===== config.mk =====
export PLATFORM = sky130hd
export DESIGN_NAME = pulse_delay_shaper
export DESIGN_NICKNAME = d
export VERILOG_FILES = /design/src/rtl/pulse_delay_shaper.sv
export SDC_FILE = /design/constraint.sdc
export NUM_CORES = 1
export LEC_CHECK = 0
export CORE_ASPECT_RATIO = 0.5
export CORE_MARGIN = 1.5
export CORE_UTILIZATION = 54
export DETAILED_ROUTE_END_ITERATION = 12
export PLACE_DENSITY = 0.83
export SLEW_MARGIN = 20
export SYNTH_ARGS = -nofsm -noshare
export SYNTH_HDL_FRONTEND = slang
export SYNTH_SLANG_ARGS = --single-unit

===== constraint.sdc =====
create_clock -name clk_i -period 2.3 [get_ports clk_i]
set_input_delay 0.46 -clock clk_i [delete_from_list [all_inputs] [get_ports clk_i]]
set_output_delay 0.46 -clock clk_i [all_outputs]
set_load 0.05 [all_outputs]

===== src/rtl/pulse_delay_shaper.sv =====
// -----------------------------------------------------------------------------
// pulse_delay_shaper
//   Multi-channel programmable pulse delay and shaping unit. Each channel
//   watches an active-low trigger, waits delay_i cycles, then drives an
//   active-low pulse of width_i cycles (a width of 0 behaves as 1).
//
// Parameters
//   CHANNELS  number of independent channels (1..8)
//   CNT_W     width of the delay / width counters
//
// Ports
//   clk_i      system clock, rising edge
//   rst_i      asynchronous active-high reset
//   enable_i   global run enable; low freezes every channel
//   level_i    0 = falling-edge trigger, 1 = level (low) trigger
//   retrig_i   1 = a trigger while busy restarts the channel
//   delay_i    delay in cycles, captured per channel at trigger
//   width_i    pulse width in cycles, captured per channel at trigger
//   trig_n_i   active-low triggers, one per channel
//   pulse_n_o  active-low shaped pulses, registered
//   busy_o     high while a channel is delaying or pulsing
//   done_o     one-cycle strobe when a pulse completes
// -----------------------------------------------------------------------------
module pulse_delay_shaper #(
   parameter int CHANNELS = 2,
   parameter int CNT_W    = 4
) (
   input  logic                clk_i,
   input  logic                rst_i,
   input  logic                enable_i,
   input  logic                level_i,
   input  logic                retrig_i,
   input  logic [CNT_W-1:0]    delay_i,
   input  logic [CNT_W-1:0]    width_i,
   input  logic [CHANNELS-1:0] trig_n_i,
   output logic [CHANNELS-1:0] pulse_n_o,
   output logic [CHANNELS-1:0] busy_o,
   output logic [CHANNELS-1:0] done_o
);

   typedef enum logic [1:0] {
      IDLE  = 2'd0,
      DELAY = 2'd1,
      PULSE = 2'd2
   } state_t;

   localparam logic [CNT_W-1:0] ONE = CNT_W'(1);

   // A zero width still produces a one-cycle pulse.
   function automatic logic [CNT_W-1:0] width_floor(input logic [CNT_W-1:0] w);
      return (w == '0) ? ONE : w;
   endfunction

   for (genvar c = 0; c < CHANNELS; c++) begin : g_ch
      state_t           state, state_nxt;
      logic [CNT_W-1:0] cnt, cnt_nxt;
      logic [CNT_W-1:0] wreg, wreg_nxt;
      logic             prev;
      logic             pulse_n, pulse_n_nxt;
      logic             done, done_nxt;
      logic             trig;

      // Edge mode needs the previous sample high; level mode only needs low.
      assign trig = ~trig_n_i[c] & (level_i | prev);

      always_comb begin
         state_nxt   = state;
         cnt_nxt     = cnt;
         wreg_nxt    = wreg;
         pulse_n_nxt = pulse_n;
         done_nxt    = 1'b0;
         if (enable_i) begin
            case (state)
               IDLE: begin
                  if (trig) begin
                     state_nxt = DELAY;
                     cnt_nxt   = delay_i;
                     wreg_nxt  = width_floor(width_i);
                  end
               end
               DELAY, PULSE: begin
                  // A restart wins over the phase transition on the same edge.
                  if (trig && retrig_i) begin
                     state_nxt   = DELAY;
                     cnt_nxt     = delay_i;
                     wreg_nxt    = width_floor(width_i);
                     pulse_n_nxt = 1'b1;
                  end else if (cnt != '0) begin
                     cnt_nxt = cnt - ONE;
                  end else if (state == DELAY) begin
                     state_nxt   = PULSE;
                     pulse_n_nxt = 1'b0;
                     cnt_nxt     = wreg - ONE;
                  end else begin
                     state_nxt   = IDLE;
                     pulse_n_nxt = 1'b1;
                     done_nxt    = 1'b1;
                  end
               end
               default: begin
                  state_nxt   = IDLE;
                  pulse_n_nxt = 1'b1;
               end
            endcase
         end
      end

      always_ff @(posedge clk_i or posedge rst_i) begin
         if (rst_i) begin
            state   <= IDLE;
            cnt     <= '0;
            wreg    <= ONE;
            prev    <= 1'b1;
            pulse_n <= 1'b1;
            done    <= 1'b0;
         end else begin
            state   <= state_nxt;
            cnt     <= cnt_nxt;
            wreg    <= wreg_nxt;
            prev    <= trig_n_i[c];
            pulse_n <= pulse_n_nxt;
            done    <= done_nxt;
         end
      end

      assign pulse_n_o[c] = pulse_n;
      assign busy_o[c]    = (state != IDLE);
      assign done_o[c]    = done;
   end

endmodule


# Word-level counts from Yosys, hierarchy flattened
# Index checks and enable logic that the tools add are counted.
# totals
register_bits	26
latch_bits	0
ram_bits	0
mem_bits_ro	0
in_bits	15
out_inout_bits	6
wordCells	100
n_memories	0
# classes
add_sub_neg	4
mul	0
n_div	0
magnitude_cmp	0
eq_ne	12
shifts	0
mux	43
n_bitwise	8
n_reduce_logical	21
# ops
operator	count
4-bit two-way mux	13
4-bit one-hot mux with 2 select lines	4
2-bit two-way mux	8
4-bit AND reduction	4
4-bit by 1-bit subtractor with 4-bit output, second input constant	4
1-bit two-way mux	14
3-bit AND reduction	4
2-bit inequality test, second input constant	4
4-bit inequality test, second input constant	2
2-bit one-hot mux with 2 select lines	2
2-bit nonzero test	4
4-bit nonzero test	2
3-bit inequality test, second input constant	2
2-bit by 1-bit == test with 1-bit output, second input constant	2
2-bit == test, second input constant	2
2-bit logical NOT	2
4-bit logical NOT	1
1-bit NOT	4
1-bit one-hot mux with 2 select lines	2
2-bit OR reduction	2
1-bit AND	2
1-bit logical AND	2
1-bit bitwise OR	2

# Depth between registers and ports, before layout
# depth
ltp_word	6
mapped_depth	7
mapped_depth_nobuf	7

# Worst setup path before layout
# Ideal clock, no wire load.
# synth_path
kind	reg2reg
start	reg g_ch[1].state[0]
end	reg g_ch[1].cnt[2]
setup_time_ps	124
t_arrival_ps	1891
t_required_ps	2176
setup_slack_ps	285
stages_incl_launch_ff	7
path_buffers	0
synth_period_minus_slack_ps	2015
path_cell_list	dfrtp_1 -> inv_1 -> ha_1 -> inv_1 -> o21ai_0 -> a311o_2 -> a211o_1
# synth_via
elab_chain_cells	4
word_cells_on_any_way	9
cone_classes	eq/ne: 4; mux: 1; reduce/logical: 4
# synth_rtl
item	line	rtl
from (decl)	55	state_t state, state_nxt;
from (signal assigned)	117	state <= state_nxt;
2-bit by 1-bit == test with 1-bit output / 2-bit == test (equally long branches)	73, 90	
2-bit OR reduction	73	case (state)
4-bit inequality test (no line) / 2-bit nonzero test (equally long branches)	--	
4-bit AND reduction (no line)	--	
to (signal assigned)	118	cnt <= cnt_nxt;
to (decl)	56	logic [CNT_W-1:0] cnt, cnt_nxt;
# Parallel ways exist; a longest one is shown, timed or not.
# A chain may end at the register's enable or synchronous reset.

# Final worst setup path
# layout_path
start	reg g_ch[1].pulse_n
end	out pulse_n_o[1]
# layout_lines
item	line	rtl
from (decl)	59	logic pulse_n, pulse_n_nxt;
from (signal assigned)	121	pulse_n <= pulse_n_nxt;
to (decl)	36	output logic [CHANNELS-1:0] pulse_n_o,
# No word-level cell between the ends.

==> flow_metrics.tcl <==
set metrics [dict create \
    synth-adder-area-share_pct 8.17 \
    vias 1208 \
    grt_use_total_pct 21.2 \
    drv_slew 0 \
    post_cts_resized 0 \
    ir_drop_v 0.000595 \
    grt_max_degree 27 \
    overflow 0 \
    relSlewSlack_pct 67.1 \
    insertion_delay_ns 0.28 \
    rsz0062_at_grt "false" \
    pre_cts_ws_ns 0.0348 \
    critPathLaunchType "flip-flop" \
    path_clk_slew_ns 0.09 \
    cts.sinks 26 \
    cts_buffer_depth 2 \
    hold_path_class "flip-flop to flip-flop" \
    synth_top_family_by_area "compound AO/OA/AOI/OAI gates" \
    synthMuxAreaShare_pct 7.92 \
    p_per_area_nw_per_um2 1270 \
    post-cts-setup-buffer-count 0 \
    top_level_ports 21 \
    vias_per_cell 5.81 \
    cts-root-buf "clkbuf_8" \
    critPathTopFamily "buffers and inverters" \
    end_kind "output pin" \
    die-area_um2 3180 \
    cts_hold_buf 0 \
    netlist_area_um2 1530 \
    finalSetupTns_ns 0 \
    die_w_um 78.3 \
    io_buffers 20 \
    routedWlPerCell_um 14.7 \
    status "complete, no violations" \
    syn_to_final_growth_pct 19.1 \
    synth_nets 172 \
    grt_first_pass_wirelength_um 5000 \
    grt_pass1_vias 1105 \
    critPathSlowestCell "clkdlybuf4s50_1" \
    tightest_slew_ns 0.492 \
    floorplan.rows 13 \
    fp.dieH_um 40.7 \
    path_max_fanout 3 \
    synth_xor_xnor_area_share_pct 2.29 \
    htree_levels 1 \
    finalSetupViolCount 0 \
    syn_inst 147 \
    arrival_ns 1.62 \
    nFillCells 219 \
    syn_avg_cell_area_um2 10.4 \
    drt-initial-drc-count 63 \
    drc 0 \
    crit_required_ns 1.84 \
    worstSetupPathType "flip-flop to output pin" \
    critPathBufInv 1 \
    routed_wl_um 3060 \
    ys_ff_latch 26 \
    yosys.area_share.simple_pct 16.2 \
    drive_above_1_share_pct 20.5 \
    multiInputGateArea_um2 801 \
    start_util_pct 58.1 \
    antennaDiodeCount 0 \
    gp_congestion 0.820 \
    core_area_um2 2640 \
    synth_compound_area_share_pct 17.7 \
    hold_viol_final 0 \
    fin_crit_ns 2.08 \
    synth_cell_types 43 \
    critPathMaxStageDelay_ns 0.79 \
    drt_first_pass_iters 4 \
    finalCritPeriodShare_pct 90.6 \
    fmax_ghz 0.480 \
    final-seq-area_um2 658 \
    cts_tree "yes" \
    ant_nets 0 \
    cap_viol_max_count 0 \
    layout.nets 197 \
    skew_ns 0.00676 \
    numCtsBuffers 3 \
    ys_seq_area_share_pct 43.0 \
    yosys_warnings 0 \
    place_hpwl_um 2260 \
    worstPathCellList "clkdlybuf4s50_1" \
    grt_antenna_before_repair 0 \
    timing.final.ws_setup_ns 0.216 \
    power_leakage_nw 0.774 \
]
## worst paths after layout
| check | start | to | slack, ns | depth (start not counted) |
|---|---|---|---|---|
| worst max register to register | g_ch[1].state[0] | g_ch[1].cnt[2] | 0.36 | 7 |
| min in group asynchronous | rst_i | g_ch[1].done | 0.54 | 3 |
| worst max-delay path | g_ch[1].pulse_n | pulse_n_o[1] | 0.22 | 1 |
| worst min register to register | g_ch[0].pulse_n | g_ch[0].pulse_n | 0.52 | 1 |
| worst min-delay path | g_ch[0].pulse_n | g_ch[0].pulse_n | 0.52 | 1 |
| max in group asynchronous | rst_i | g_ch[1].wreg[0] | 1.46 | 3 |
## worst reg2reg max path: stages (launching register included)
cell and delay, ns:
dfrtp_1 0.42, inv_1 0.08, ha_1 0.25, inv_1 0.11, o21ai_0 0.15, a311o_2 0.42, nor4_1 0.29, a211o_1 0.15
## sequential cells by signal, indices dropped and copies added, names as in the netlist
name / count
g_ch.cnt: 8
g_ch.done: 2
g_ch.prev: 2
g_ch.wreg: 8
g_ch.state: 4
g_ch.pulse_n: 2
## cell usage after synthesis
library cell   n  area, um2
a21oi_1        5       25.0
nor4_4         1       21.3
o21ai_0        9       45.0
a211o_1        1       8.76
a21boi_1       1       7.51
mux2_2         9        101
nand2_1       14       52.6
nor4_2         1       12.5
nor4_1         1       6.26
clkbuf_1       1       3.75
buf_4          4       30.0
a31oi_1        3       18.8
nor2b_1        1       6.26
xor2_1         1       8.76
o31ai_1        4       30.0
a311o_1        1       10.0
o21a_1         1       7.51
a21o_1         2       15.0
o22a_1         2       17.5
a311o_2        1       11.3
o32ai_1        1       8.76
nor3_1         3       15.0
and4b_1        2       20.0
buf_2          1       5.00
a211oi_1       2       15.0
o211ai_1       1       7.51
o21ai_1        1       5.00
ha_1          10        125
dfrtp_1       20        500
nor4b_1        4       35.0
mux2i_1        2       20.0
and2_1         1       6.26
xnor2_1        3       26.3
or2_2          1       6.26
inv_1          9       33.8
nand4_1        1       6.26
o31a_1         1       8.76
nor2_1         8       30.0
o21ba_2        2       20.0
a21bo_2        1       10.0
dfstp_2        6        158
nor3_2         2       20.0
nand3_1        2       10.0
## cell usage in the layout (no fill, tap or decap), types with 2 or more instances in the layout
cell type        Yosys  routed
buf_4                4       8
mux2i_1              2       2
a21oi_1              5       5
nor3_1               3       3
dfrtp_1             20      20
clkdlybuf4s50_1      0      18
inv_1                9       9
mux2_2               9       9
a21o_1               2       2
clkbuf_8             0       3
a31oi_1              3       3
o21ba_2              2       2
o31ai_1              4       4
nand2_1             14      14
dfstp_2              6       6
nor4b_1              4       4
nand3_1              2       2
nor3_2               2       2
nor2_1               8       8
and4b_1              2       2
o22a_1               2       2
ha_1                10      10
o21ai_0              9       9
xnor2_1              3       3
a211oi_1             2       2
## metrics by stage
stage	hold slack, ns	total power (W)	area, um2	utilization (%)	cells
final	0.516	0.00232	1820	69.2	208
after global placement	0.496	0.00199	1780	67.5	204
after floorplan	0.464	0.00174	1530	-	147
after detailed placement	0.504	0.00204	1780	67.5	204
after global routing	0.539	0.00250	1820	69.2	208
after CTS	0.519	0.00232	1820	69.2	208
## report_power, final
part | internal (W) | switching, W
clock | 0.000124 | 0.000147
combinational | 0.000543 | 0.000628
sequential | 0.000664 | 0.000215
total | 0.00133 | 0.000991
## cell type report
cell class / count / area share [%]
multi-input combinational: 106 / 43.9
sequential: 26 / 36.1
timing repair buffer: 26 / 13.2
tap: 37 / 2.54
clock buffer: 4 / 2.47
inverter: 9 / 1.85
## layer usage
| layer | vias up | GRT usage [%] | share of wire [%] |
|---|---|---|---|
| met5 | - | 0 | 0 |
| met2 | 49 | 38.5 | 46 |
| met1 | 578 | 26.8 | 47 |
| met3 | 4 | 5.56 | 7.1 |
| li1 | 577 | - | - |
| met4 | 0 | 4.46 | 0.78 |
## cells by family after synthesis
logic type,count (synthesis)
flops,26
compound gates,39
xor+xnor,4
simple gates,42
fa+ha+maj,10
mux,11
buf+inv,15
(Power assumes the default switching activity.)
